<file path="src/rtl/ftq_ckpt_pkg.sv">
// Shared types and sizing helpers for the fetch target queue.
// The per-entry struct depends on module parameters, so it is declared in ftq_ckpt.
package ftq_ckpt_pkg;

    localparam int unsigned DEFAULT_INSTR_PER_FETCH = 4;

    // Default resolution packet; the queue only looks at .valid.
    typedef struct packed {
        logic valid;
        logic taken;
    } bht_update_default_t;

    // Head/tail pointers carry one extra wrap bit above the entry index.
    function automatic int unsigned ptr_width(input int unsigned depth);
        return $clog2(depth) + 1;
    endfunction

    // Branch count per entry must hold 1..INSTR_PER_FETCH inclusive.
    function automatic int unsigned cnt_width(input int unsigned instr_per_fetch);
        return $clog2(instr_per_fetch) + 1;
    endfunction

endpackage

</file>
<file path="src/rtl/ftq_ckpt_popcount.sv">
// Population count of a small bit vector; used for the surviving-branch count.
module ftq_ckpt_popcount #(
    parameter int unsigned INPUT_WIDTH = 4,
    localparam int unsigned OUT_W = $clog2(INPUT_WIDTH) + 1
) (
    input  logic [INPUT_WIDTH-1:0] data_i,
    output logic [OUT_W-1:0]       popcount_o
);

    always_comb begin
        popcount_o = '0;
        for (int i = 0; i < INPUT_WIDTH; i++) begin
            popcount_o = popcount_o + OUT_W'(data_i[i]);
        end
    end

endmodule

</file>
<file path="src/rtl/ftq_ckpt.sv">
// Fetch target queue: stores predictor metadata per fetch block with surviving
// conditional branches and hands it back in order, one resolved branch at a time.
module ftq_ckpt
    import ftq_ckpt_pkg::*;
#(
    parameter int unsigned INSTR_PER_FETCH = DEFAULT_INSTR_PER_FETCH,
    parameter int unsigned VLEN            = 32,
    parameter type         bp_metadata_t   = logic,
    parameter type         bht_update_t    = bht_update_default_t,
    parameter int unsigned FTQ_DEPTH       = 8,
    localparam int unsigned IDX_W    = $clog2(FTQ_DEPTH),
    localparam int unsigned PTR_W    = ptr_width(FTQ_DEPTH),
    localparam int unsigned LOG2_IPF = $clog2(INSTR_PER_FETCH),
    localparam int unsigned CNT_W    = cnt_width(INSTR_PER_FETCH)
) (
    input  logic                       clk_i,
    input  logic                       rst_ni,
    input  logic                       flush_i,
    input  logic                       squash_i,
    input  logic [IDX_W-1:0]           squash_idx_i,
    input  logic                       debug_mode_i,
    input  logic [INSTR_PER_FETCH-1:0] valid_i,
    input  logic [INSTR_PER_FETCH-1:0] is_branch_i,
    input  logic [INSTR_PER_FETCH-1:0] taken_cf_i,
    input  logic                       replay_i,
    input  logic [VLEN-1:0]            replay_addr_i,
    input  logic                       serving_unaligned_i,
    input  bp_metadata_t               bp_metadata_i,
    input  bht_update_t                bht_update_i,
    output bp_metadata_t               bp_metadata_o,
    output logic                       head_valid_o,
    output logic [IDX_W-1:0]           push_idx_o,
    output logic [PTR_W-1:0]           usage_o,
    output logic                       overflow_o,
    output logic                       underflow_o
);

    typedef struct packed {
        bp_metadata_t     meta;
        logic [CNT_W-1:0] cnt;
    } ftq_entry_t;

    ftq_entry_t           mem_reg [FTQ_DEPTH];
    logic [PTR_W-1:0]     head_reg, head_next;
    logic [PTR_W-1:0]     tail_reg, tail_next;
    logic [CNT_W-1:0]     consumed_reg, consumed_next;

    logic [LOG2_IPF-1:0]        replay_pos;
    logic [INSTR_PER_FETCH-1:0] replay_mask;
    logic [INSTR_PER_FETCH-1:0] taken_vec;
    logic [INSTR_PER_FETCH-1:0] survivors;
    logic [CNT_W-1:0]           survivor_cnt;

    logic             empty, full;
    logic             push_req, push, update_valid, consume, pop;
    ftq_entry_t       head_entry, new_entry;
    logic [IDX_W-1:0] squash_dist;
    logic [PTR_W-1:0] squash_tail;
    logic             squash_live;

    // Slots at or beyond the replay point are re-fetched later, so they never count here.
    assign replay_pos  = serving_unaligned_i ? '0 : replay_addr_i[LOG2_IPF:1];
    assign replay_mask = {INSTR_PER_FETCH{replay_i}} << replay_pos;
    assign taken_vec   = valid_i & taken_cf_i;

    for (genvar gi = 0; gi < INSTR_PER_FETCH; gi++) begin : g_slot
        if (gi == 0) begin : g_first
            assign survivors[gi] = is_branch_i[gi] & ~replay_mask[gi];
        end else begin : g_rest
            assign survivors[gi] = is_branch_i[gi] & ~replay_mask[gi] & ~|taken_vec[gi-1:0];
        end
    end

    ftq_ckpt_popcount #(
        .INPUT_WIDTH (INSTR_PER_FETCH)
    ) i_popcount (
        .data_i     (survivors),
        .popcount_o (survivor_cnt)
    );

    assign empty      = (head_reg == tail_reg);
    assign full       = (head_reg[IDX_W-1:0] == tail_reg[IDX_W-1:0]) &&
                        (head_reg[IDX_W] != tail_reg[IDX_W]);
    assign head_entry = mem_reg[head_reg[IDX_W-1:0]];
    assign new_entry  = '{meta: bp_metadata_i, cnt: survivor_cnt};

    assign push_req     = |survivors;
    assign push         = push_req & ~full & ~squash_i & ~flush_i;
    assign update_valid = bht_update_i.valid & ~debug_mode_i;
    assign consume      = update_valid & ~empty & ~flush_i;
    assign pop          = consume & ((consumed_reg + CNT_W'(1)) == head_entry.cnt);

    // Tail lands right after the kept entry; building it from head keeps the wrap bit right.
    assign squash_dist = squash_idx_i - head_reg[IDX_W-1:0];
    assign squash_tail = head_reg + PTR_W'(squash_dist) + PTR_W'(1);
    assign squash_live = (PTR_W'(squash_dist) < usage_o);

    always_comb begin
        head_next     = head_reg + PTR_W'(pop);
        tail_next     = tail_reg;
        consumed_next = consumed_reg;
        if (squash_i) begin
            tail_next = squash_tail;
        end else if (push) begin
            tail_next = tail_reg + PTR_W'(1);
        end
        if (pop) begin
            consumed_next = '0;
        end else if (consume) begin
            consumed_next = consumed_reg + CNT_W'(1);
        end
    end

    always_ff @(posedge clk_i or negedge rst_ni) begin
        if (!rst_ni) begin
            head_reg     <= '0;
            tail_reg     <= '0;
            consumed_reg <= '0;
            mem_reg      <= '{default: '0};
        end else if (flush_i) begin
            head_reg     <= '0;
            tail_reg     <= '0;
            consumed_reg <= '0;
            mem_reg      <= '{default: '0};
        end else begin
            head_reg     <= head_next;
            tail_reg     <= tail_next;
            consumed_reg <= consumed_next;
            if (push) begin
                mem_reg[tail_reg[IDX_W-1:0]] <= new_entry;
            end
        end
    end

    assign head_valid_o  = ~empty;
    assign bp_metadata_o = empty ? '0 : head_entry.meta;
    assign push_idx_o    = tail_reg[IDX_W-1:0];
    assign usage_o       = tail_reg - head_reg;
    assign overflow_o    = push_req & full & ~squash_i & ~flush_i;
    assign underflow_o   = update_valid & empty & ~flush_i;

    logic unused_bits;
    assign unused_bits = ^{replay_addr_i[VLEN-1:LOG2_IPF+1], replay_addr_i[0],
                           taken_vec[INSTR_PER_FETCH-1], bht_update_i};

    // A squash must name an entry that is still in the queue.
    a_squash_live: assert property (@(posedge clk_i) disable iff (!rst_ni)
        (squash_i && !flush_i) |-> squash_live);

endmodule
</file>
<file path="config.mk">
export PLATFORM = sky130hd
export DESIGN_NAME = ftq_ckpt
export DESIGN_NICKNAME = d
export VERILOG_FILES = /design/src/rtl/ftq_ckpt_pkg.sv /design/src/rtl/ftq_ckpt_popcount.sv /design/src/rtl/ftq_ckpt.sv
export SDC_FILE = /design/constraint.sdc
export NUM_CORES = 1
export LEC_CHECK = 0
export ABC_AREA = 1
export BUFFER_PORTS_ARGS = -buffer_cell sky130_fd_sc_hd__buf_2
export CORE_ASPECT_RATIO = 1.1
export CORE_MARGIN = 5
export CORE_UTILIZATION = 25
export DETAILED_ROUTE_END_ITERATION = 8
export HOLD_SLACK_MARGIN = 0.03
export SLEW_MARGIN = 30
export SYNTH_ARGS = -nofsm -noshare
export SYNTH_HDL_FRONTEND = slang
export SYNTH_HIERARCHICAL = 1
export SYNTH_SLANG_ARGS = --single-unit
</file>
<file path="constraint.sdc">
create_clock -name clk_i -period 2.9 [get_ports clk_i]
set_input_delay 0.29 -clock clk_i [delete_from_list [all_inputs] [get_ports clk_i]]
set_output_delay 0.29 -clock clk_i [all_outputs]
set_load 0.01 [all_outputs]
</file>
# [Yosys cells after proc, flatten, opt, wreduce, memory -nomap -nowiden]
# Cells that the tools add are included.
[word_totals] output_inout_bits=11 ff_bits=43
[classes] n_reduce_logical=11 muxes=17 order_cmp=3 n_shift=1 addsub=10 eq_ne=4 bitwise=31
[op_table] cell="$mux W32" count=2
[op_table] cell="$bwmux W32" count=1
[op_table] cell="$mux W4" count=7
[op_table] cell="$and A1 B1 Y1" count=19
[op_table] cell="$bmux W4 S3" count=1
[op_table] cell="$demux W4 S3" count=1
[op_table] cell="$mux W3" count=3
[op_table] cell="$not A1 Y1" count=9
[op_table] cell="$add A4 B1 Y4 const B" count=2
[op_table] cell="$ge A4 B4 Y1 const B" count=2
[op_table] cell="$not A3 Y4" count=2
[op_table] cell="$add A3 B1 Y3" count=2
[op_table] cell="$eq A3 B3 Y1" count=2
[op_table] cell="$reduce_bool A3 Y1" count=2
[op_table] cell="$add A4 B1 Y4" count=1
[op_table] cell="$add A4 B3 Y4" count=1
[op_table] cell="$eq A4 B4 Y1" count=1
[op_table] cell="$lt A4 B1 Y1 const B" count=1
[op_table] cell="$reduce_or A4 Y1" count=1
[op_table] cell="$shl A4 B2 Y4" count=1
[op_table] cell="$sub A4 B4 Y4" count=1
[op_table] cell="$add A3 B1 Y3 const B" count=1
[op_table] cell="$and A3 B3 Y3" count=1
[op_table] cell="$logic_not A1 Y1" count=3
[op_table] cell="9 further kinds" count=10

# [Logic depth before layout (Yosys ltp)]
# Gate-level depths: netlist of the first run.
[depth] ltp_word=12 ltp_mapped=16

# [Hierarchy]
# The synthesis of the first run kept the hierarchy.
[by_module_without_submodules] mod="ftq_ckpt" instances=1 seq_area_each_um2=1076.0 area_each_um2=2880.3 cells_each=399
[by_module_without_submodules] mod="ftq_ckpt_popcount" instances=1 seq_area_each_um2=0.0 area_each_um2=63.8 cells_each=8

# [Least setup slack after synthesis of the first run]
# Ideal clock, no wire load.
[synth_path] kind="reg-to-reg" startpoint="register head_reg[1]" endpoint="register tail_reg[3]" setup_ns=0.117 t_required_ns=2.783 path_stages_with_launch=15 t_arrival_ns=2.319 path_slack_ns=0.464 cell_sequence="dfrtp_1 > buf_2 > inv_2 > fa_1 > xnor2_1 > xor2_1 > ha_1 > nand2_1 > nor2_1 > a211oi_1 > nor2_1 > nor2_1 > nor2_1 > nand2_1 > nand2_1"
[synth_between] elab_chain_len=7 elab_cells_between_ends=12
[synth_rtl] item="from (decl)" line="ftq_ckpt.sv:44" rtl="logic [PTR_W-1:0] head_reg, head_next;"
[synth_rtl] item="from (signal assigned)" line="ftq_ckpt.sv:126" rtl="head_reg <= head_next;"
[synth_rtl] item="parallel branches: the longest is 7 deep, another holds $add A4 B3 Y4"
[synth_rtl] item="to (signal assigned)" line="ftq_ckpt.sv:127" rtl="tail_reg <= tail_next;"
[synth_rtl] item="to (decl)" line="ftq_ckpt.sv:45" rtl="logic [PTR_W-1:0] tail_reg, tail_next;"
# Parallel ways; which one is timed is not known.
# A chain may end at the register's enable or synchronous reset.

# [Final worst setup path of the first run]
[layout_path] startpoint="register head_reg[0]" endpoint="output port bp_metadata_o"
[layout_between] elab_chain_len=5 elab_cells_between_ends=6
[layout_rtl] item="$not A3 Y4 (implied by the code)" line="ftq_ckpt.sv:84" rtl="assign head_entry = mem_reg[head_reg[IDX_W-1:0]];"
[layout_rtl] item="$bmux W4 S3" line="ftq_ckpt.sv:84"
[layout_rtl] item="$mux W4 (implied by the code) (2 in series)" line="ftq_ckpt.sv:84"
[layout_rtl] item="$mux W1 (*)" line="ftq_ckpt.sv:136" rtl="assign bp_metadata_o = empty ? '0 : head_entry.meta;"
[layout_rtl] item="to (decl)" line="ftq_ckpt.sv:30" rtl="output bp_metadata_t bp_metadata_o,"
# Every way passes the cells marked *; elsewhere a longest branch is shown, timed or not. The select of a mux whose other input is x is not followed.

==> results of run 1 <==
==> area by class of cell <==
type,count,area (um2)
fill,1242,8000
multi-input combinational,293,1550
sequential,43,1080
timing repair buffer,44,260
inverter,58,220
tap,150,188
clock buffer,6,129
clock inverter,2,60.1
==> logic make-up (layout without fill, tap and decap cells) <==
kind of cell    count (synthesis)  count (layout)  synth area share
compound gates                 26              26            0.0523
simple gates                  241             241             0.364
xor+xnor                        9               9            0.0293
fa+ha+maj                      17              17            0.0825
buf+inv                        71             110             0.107
flops                          43              43             0.365
==> power breakdown <==
group | switching, uW | internal, uW | total [uW]
sequential | 17.1 | 615 | 632
combinational | 194 | 103 | 297
clock | 230 | 494 | 723
==> worst max-delay path, cell delays in order, from the launching register on <==
cell and delay [ns]:
dfrtp_1 0.38, buf_4 0.22, ha_1 0.30, inv_1 0.06
nor3_2 0.34, nand2_2 0.15, o21ai_0 0.12, nor2_1 0.11
buf_2 0.15
==> timing repair <==
item	CTS	global route
setup buffers	0	0
hold buffers	1	0
endpoints found under the hold margin	16	0
==> final timing paths <==
check | cells after the start | slack, ns | end
worst min-delay path | 2 | 0.38 | head_reg[0]
max in group asynchronous | 3 | 1.91 | mem_reg[21]
worst max-delay path | 8 | 0.48 | bp_metadata_o
min in group asynchronous | 2 | 0.49 | mem_reg[8]
worst max register to register | 11 | 0.50 | head_reg[2]
worst min register to register | 2 | 0.50 | consumed_reg[1]
==> layer usage <==
metal,wire length (um),share of wire
met3,431,0.058
met5,0,0
met4,76,0.010
met2,3760,0.50
met1,3210,0.43
==> per-stage QoR <==
| stage | hold WS (ns) | total power [uW] | util |
|---|---|---|---|
| floorplan | -0.00559 | 836 | - |
| global route | 0.391 | 1740 | 0.303 |
| finish | 0.382 | 1650 | 0.303 |
| detailed placement | 0.251 | 940 | 0.286 |
| CTS | 0.376 | 1670 | 0.303 |
| global placement | 0.474 | 930 | 0.284 |
==> layout by cell type (no fill, tap or decap) <==
cell | synthesis | final
nand3_4 | 1 | 1
nand3_1 | 61 | 61
inv_1 | 46 | 46
nand2_1 | 128 | 128
a211oi_1 | 1 | 1
o21ai_0 | 10 | 10
nand3_2 | 9 | 9
xor2_1 | 4 | 4
a31oi_1 | 1 | 1
o21ai_2 | 1 | 1
clkbuf_1 | 2 | 1
nand3b_1 | 1 | 1
clkinv_1 | 1 | 1
fa_1 | 4 | 4
xor2_2 | 1 | 1
inv_2 | 10 | 10
nor2_2 | 1 | 1
a21oi_1 | 4 | 4
o21ai_1 | 5 | 5
nand2_2 | 2 | 2
o31ai_1 | 1 | 1
buf_4 | 5 | 8
bufinv_16 | 0 | 2
nor3_2 | 1 | 1
nor3_1 | 2 | 2
clkbuf_16 | 0 | 5
a21oi_4 | 1 | 1
inv_4 | 1 | 1
nor2_1 | 35 | 35
dlygate4sd3_1 | 0 | 1
xnor2_1 | 4 | 4
ha_1 | 13 | 13
o22ai_1 | 2 | 2
dfrtp_1 | 43 | 43
buf_2 | 3 | 34
buf_12 | 0 | 1
==> impl_metrics.ini, run 1 <==
[sta]
post-route-period-util = 0.835
final_hold_viol_count = 0
worstMarginPinSlew_ns = 0.600
fin_setup_tns_ns = 0
setup_viol_count_final = 0
slew_headroom = 0.599
fin_crit_ns = 2.42
rsz0062_at_grt = no
setup_ws_ns = 0.479
report.final.slew_viol_count = 0
finalClockSkew_ns = 0.00606
max_freq_mhz = 413

[worst_hold_path]
min_from = flush_i
hp-class = in -> reg

[yosys]
syn_area_mm2 = 0.00294
synth_cell_types = 33
ys_seq_area_frac = 0.365
yosysTopAreaCell = dfrtp_1
synth_nets = 481
synth-async-reset-ratio = 1.00
yosysMostFrequentCell = nand2_1
syn_area_per_cell_um2 = 7.23
synthFlopType = dfrtp_1
synth_warnings = 6
synth_edf_count = 0
yosysTopAreaCellShare = 0.365
synth_area_leaders = dfrtp_1 37%, nand2_1 16%, nand3_1 10%, inv_1 5.9%, ha_1 5.5%
synthCells = 407
synth-seq-cells = 43
synth_common_cells = 128 x nand2_1, 61 x nand3_1, 46 x inv_1, 43 x dfrtp_1, 35 x nor2_1

[drt]
drc = 0
vias = 2703
drt_pass1_iterations = 4
ant_nets = 0
drt_iter0_markers = 288
wl_mm = 7.48
wl_per_cell_um = 12.6
post_drt_via_cell_ratio = 4.54

[floorplan]
core_area_mm2 = 0.0115
die_width_um = 113
placementRows = 41
chipHeight_um = 124
initial_core_util = 0.256
dieArea_mm2 = 0.0140
pin_count = 68

[run_status]
status = complete, no violations

[grt]
use_met3 = 0.0238
grtUsageTotal = 0.112
grt_max_degree = 34
grt_first_pass_wirelength_mm = 12.6
grt.busiest_layer = met2
grt_pass1_vias = 2615
overflow = 0
met1_usage = 0.140
grt_antenna_before_repair = 0
use_met2 = 0.196

[run]
maxCapViolations = 0

[cells_and_area]
stdcell_area_mm2 = 0.00349
largest_register_ffs = 32
antenna_cells = 0
final_net_count = 519
areaGrowthSynthToFinish_pct = 18.4
drive_gt1_frac = 0.175
layoutNonFillerInstCount = 596

[placed_design]
place_ws_ns = 0.371
dp_hpwl_mm = 5.66
numPortBuffers = 34
gp_congestion = 0.811
dp_cells = 587
dpl-instance-area_mm2 = 0.00329

[worst_setup_path]
reg2reg_from = head_reg[0]
setup.worst_path.end_class = output port
cp-start-kind = flip-flop
cp_max_fo = 21
crit_start = head_reg[0]
critical_path_required_ns = 2.61
worstSetupPathType = reg -> out
crit_arrival_ns = 2.13

[power]
power.density_mw_per_mm2 = 474
p_leak_uw = 0.00190
ir_worst_vdd_mv = 0.245

[clocking]
cts_buffers = 5
clk_latency_ns = 0.28
cts.reportedPaths.clkPinSlew_ns = 0.06
cts_root_buf = clkbuf_16
clockBufferDepth = 2
cts_resized = 0
clock_sinks = 43
tritoncts = yes
cts-htree-levels = 2
Note: power is estimated with default switching activity, not from simulation.
==> run 2, diff against run 1 <==
==> constraint.sdc (replaced) <==
create_clock -name clk_i -period 2.2 [get_ports clk_i]
set_input_delay 0.22 -clock clk_i [delete_from_list [all_inputs] [get_ports clk_i]]
set_output_delay 0.22 -clock clk_i [all_outputs]
set_load 0.01 [all_outputs]
==> impl_metrics.ini, run 2 (synthesis results as in run 1) <==
[run_status]
status = finished with violations
violations = setup timing

[drt]
drt_pass1_iterations = 4
top_layer = met4
post_drt_via_cell_ratio = 4.43
wl_met1_mm = 3.59
wl_mm = 7.92
drt_iter0_markers = 131
vias = 2717
drc = 0
route.met2.wl_mm = 4.06
wl_met3_um = 207
ant_nets = 0
wl_per_cell_um = 12.9

[cells_and_area]
drive_gt1_frac = 0.263
areaGrowthSynthToFinish_pct = 28.0
largest_register_ffs = 32
seq_area_mm2 = 0.00108
antenna_cells = 0
multi_input_area_mm2 = 0.00169
layout.cells.most_common = nand2_1
final_net_count = 536
final_cell_mix = 125 x nand2_1, 53 x nand3_1, 44 x inv_1, 42 x dfrtp_1, 34 x buf_2
stdcell_area_mm2 = 0.00377
nFillCells = 1212

[clocking]
cts.reportedPaths.clkPinSlew_ns = 0.06
cts_buffers = 5
cts_root_buf = clkbuf_16
tritoncts = yes
cts-htree-levels = 2
clockBufferDepth = 2
clock_sinks = 43
clk_latency_ns = 0.28

[floorplan]
placementRows = 41
dieArea_mm2 = 0.0140
initial_core_util = 0.256
chipHeight_um = 124
core_area_mm2 = 0.0115
die_width_um = 113
pin_count = 68

[worst_setup_path]
critical_path_required_ns = 1.98
crit_arrival_ns = 2.03
slowest_delay_ns = 0.38
setup.worst_path.end_class = output port
cp.buffers_inverters = 5
cp_top_family = buffers and inverters
worstSetupPathType = reg -> out
worstPathCellList = buf_4 -> buf_12 -> ha_4 -> inv_2 -> nor3_4 -> buf_6 -> nand3_2 -> nor3_1 -> buf_2
crit_slowest_cell = dfrtp_1
cp_max_fo = 4
cp-start-kind = flip-flop

[grt]
grt_max_degree = 33
grtUsageTotal = 0.121
overflow = 0
grt_first_pass_wirelength_mm = 13.7
grt_pass1_vias = 2761
grt_antenna_before_repair = 0

[sta]
rsz0062_at_grt = yes
final_hold_viol_count = 0
setup_viol_count_final = 2
report.final.slew_viol_count = 0
post-route-period-util = 1.02
slew_headroom = 0.550
setup_ws_ns = -0.0507
worstMarginPinSlew_ns = 0.673
finalClockSkew_ns = 0.00488
fin_crit_ns = 2.25
max_freq_mhz = 444

[run]
maxCapViolations = 0

[placed_design]
dpl-instance-area_mm2 = 0.00337
place_ws_ns = -0.314
dp_hpwl_mm = 5.82
numPortBuffers = 34
gp_congestion = 0.784

[power]
p_leak_uw = 0.00199
power.density_mw_per_mm2 = 538
finalPower_uw = 2030
ir_worst_vdd_mv = 0.321

[worst_hold_path]
hp-class = in -> reg
[run 2: through the flow]
stage | utilization | std cells | hold WS (ns) | TNS, ns
3_3_place_gp | 0.293 | 596 | 0.246 | -4.58
4_1_cts | 0.321 | 610 | 0.322 | -0.192
6_report | 0.328 | 613 | 0.325 | -0.0968
2_1_floorplan | - | 407 | -0.0756 | -0.0298
5_1_grt | 0.328 | 613 | 0.367 | -0.782
3_5_place_dp | 0.293 | 596 | 0.258 | -6.49
[run 2: routing by layer]
layer,vias up,global-route usage
met1,1292,0.154
met2,35,0.217
met3,4,0.0233
met5,-,0
li1,1386,-
met4,0,0.0203
[run 2: repair_timing]
action	in CTS	in global routing
gates resized for setup	19	17
gates cloned	1	0
pin swaps	10	11
endpoints found under the setup margin	14	26
buffers inserted	4	3
hold buffers	1	0
endpoints found under the hold margin	22	0
[run 2: where the power goes]
part | switching, uW | total [uW] | internal, uW
Sequential | 15.4 | 826 | 811
Clock | 304 | 723 | 419
Combinational | 287 | 478 | 191
Total | 607 | 2030 | 1420
[run 2: cell type report]
class,count,share of cell area
multi-input cells,293,0.448
flip-flops and latches,43,0.286
repair buffers,61,0.119
inverters,58,0.0598
well taps,150,0.0498
clock buffers,6,0.0342
clock inverters,2,0.00332
[run 2: worst paths after layout]
| path | start | endpoint | slack (ns) | depth (start not counted) |
|---|---|---|---|---|
| min in group asynchronous | rst_ni | mem_reg[8] | 0.49 | 2 |
| worst min register to register | mem_reg[8] | mem_reg[8] | 0.50 | 2 |
| worst max register to register | head_reg[0] | tail_reg[3] | -0.05 | 15 |
| worst min-delay path | bht_update_i[1] | consumed_reg[2] | 0.33 | 4 |
| max in group asynchronous | rst_ni | head_reg[1] | 1.18 | 3 |
| worst max-delay path | head_reg[0] | overflow_o | -0.05 | 9 |
[run 2: worst min-delay path: stages]
cell	delay, ns
buf_2	0.10
a31oi_1	0.13
nand2_1	0.08
nand2_1	0.04
==> run 3, diff against run 2 <==
--- a/config.mk
+++ b/config.mk
@@ -9,9 +9,10 @@
 export BUFFER_PORTS_ARGS = -buffer_cell sky130_fd_sc_hd__buf_2
 export CORE_ASPECT_RATIO = 1.1
 export CORE_MARGIN = 5
-export CORE_UTILIZATION = 25
+export CORE_UTILIZATION = 49
 export DETAILED_ROUTE_END_ITERATION = 8
 export HOLD_SLACK_MARGIN = 0.03
+export PLACE_DENSITY = 0.77
 export SLEW_MARGIN = 30
 export SYNTH_ARGS = -nofsm -noshare
 export SYNTH_HDL_FRONTEND = slang
==> impl_metrics.ini, run 3 (synthesis results as in run 1) <==
[run_status]
status = finished with violations
violations = setup timing

[clocking]
cts.reportedPaths.clkPinSlew_ns = 0.09
clk_latency_ns = 0.31
clockBufferDepth = 2
cts_root_buf = clkbuf_8
clock_sinks = 43
tritoncts = yes
cts-htree-levels = 2
cts_buffers = 5

[worst_hold_path]
hp-class = in -> reg

[placed_design]
dp_cells = 521
dp_hpwl_mm = 5.30
gp_congestion = 0.885
place_ws_ns = -0.261
numPortBuffers = 34

[sta]
worstMarginPinSlew_ns = 0.639
finalClockSkew_ns = 0.00610
report.final.slew_viol_count = 0
final_hold_viol_count = 0
setup_viol_count_final = 4
max_freq_mhz = 438
fin_setup_tns_ns = -0.214
hold-worst-slack_ns = 0.308
rsz0062_at_grt = yes
setup_ws_ns = -0.0820
fin_crit_ns = 2.28
slew_headroom = 0.573
post-route-period-util = 1.04

[floorplan]
die_width_um = 83.9
pin_count = 68
placementRows = 29
initial_core_util = 0.507
core_area_mm2 = 0.00581
dieArea_mm2 = 0.00766
chipHeight_um = 91.3

[drt]
drt_pass1_iterations = 4
vias = 2819
drt_iter0_markers = 224
wl_per_cell_um = 13.6
drc = 0
ant_nets = 0
wl_mm = 7.21
post_drt_via_cell_ratio = 5.30

[cells_and_area]
final_cell_mix = 128 x nand2_1, 61 x nand3_1, 46 x inv_1, 42 x dfrtp_1, 34 x buf_2
layoutNonFillerInstCount = 532
areaGrowthSynthToFinish_pct = 15.9
fin_util = 0.588
final_net_count = 528
layout.cells.most_common = nand2_1
largest_register_ffs = 32
antenna_cells = 0
drive_gt1_frac = 0.211

[worst_setup_path]
setup.worst_path.end_class = flip-flop
crit_arrival_ns = 2.53
critical_path_required_ns = 2.44
cp_max_fo = 3
cp_common_cell = nand2_1
worstSetupPathType = reg -> reg
cp.buffers_inverters = 1
cp-start-kind = flip-flop
slowest_delay_ns = 0.39
crit_slowest_cell = dfrtp_1
worstPathCellList = ha_1 -> inv_1 -> fa_2 -> xnor2_2 -> xor2_1 -> ha_1 -> nand2_1 -> nor2_1 -> a211oi_2 -> nand2_1 -> nand2_1 -> nor2_1 -> nor2_1 -> nand2_1 -> nand2_1
cp_top_family = adder cells

[grt]
grt_first_pass_wirelength_mm = 12.2
grt_antenna_before_repair = 0
overflow = 0
grt_pass1_vias = 2679
grtUsageTotal = 0.194
grt_max_degree = 44

[power]
p_leak_uw = 0.00191
ir_worst_vdd_mv = 0.253
power.density_mw_per_mm2 = 521

[run]
maxCapViolations = 0
==> run 3: cell types whose count changed in the layout (fill, tap and decap cells not counted), sizes merged <==
cell	previous run	this run
bufbuf	1	0
buf	59	52
==> run 3: final cells by class <==
class / instances / area (um2)
sequential: 43 / 1080
fill: 529 / 2390
multi-input combinational: 293 / 1590
timing repair buffer: 53 / 339
tap: 77 / 96.3
clock inverter: 2 / 12.5
clock buffer: 6 / 72.6
inverter: 58 / 225
==> run 3: worst paths after layout <==
kind,startpoint,cells past startpoint,slack [ns],to
max in group asynchronous,rst_ni,3,1.24,head_reg[1]
hold reg to reg,consumed_reg[1],2,0.51,consumed_reg[1]
setup reg to reg,head_reg[0],15,-0.08,tail_reg[3]
hold / removal,bht_update_i[1],4,0.31,consumed_reg[0]
setup / recovery,head_reg[0],15,-0.08,tail_reg[3]
min in group asynchronous,rst_ni,3,0.53,tail_reg[1]
==> run 3: worst register-to-register path: cells and delay by family, from the launching register on <==
family                     cells  cell delay [ns]
buffers and inverters          1             0.04
adders and majority gates      3             0.82
DFF                            1             0.39
xor gates and xnor gates       2             0.30
and+or+nand+nor                8             0.50
AOI/OAI and AO/OA              1             0.17
==> run 3: where the power goes <==
part,internal (uW),leakage [uW],switching [uW]
logic,165,0.00127,272
clock network,222,0.0000412,294
registers,810,0.000594,14.4
total,1200,0.00191,580
==> run 3: what timing repair did <==
action / 4_1_cts / 5_1_grt
hold buffers: 1 / 0
resized for setup: 0 / 12
endpoints found under the setup margin: 6 / 42
gates cloned: 0 / 0
hold endpoints to repair: 43 / 0
pin swaps: 0 / 1
setup buffers: 0 / 2
==> run 3: routing by layer <==
metal | vias up | share of wire | routed length, um | GRT usage
li1 | 1369 | - | - | -
met1 | 1337 | 0.42 | 3010 | 0.239
met2 | 100 | 0.50 | 3570 | 0.327
met3 | 13 | 0.067 | 486 | 0.0443
met4 | 0 | 0.020 | 141 | 0.0804
met5 | - | 0 | 0 | 0
==> run 3: metrics by stage <==
step | instance area [um2] | total power [uW]
finish | 3410 | 1780
global route | 3410 | 1860
CTS | 3350 | 1760
detailed placement | 3250 | 1260
global placement | 3250 | 1240
floorplan | 2970 | 1110
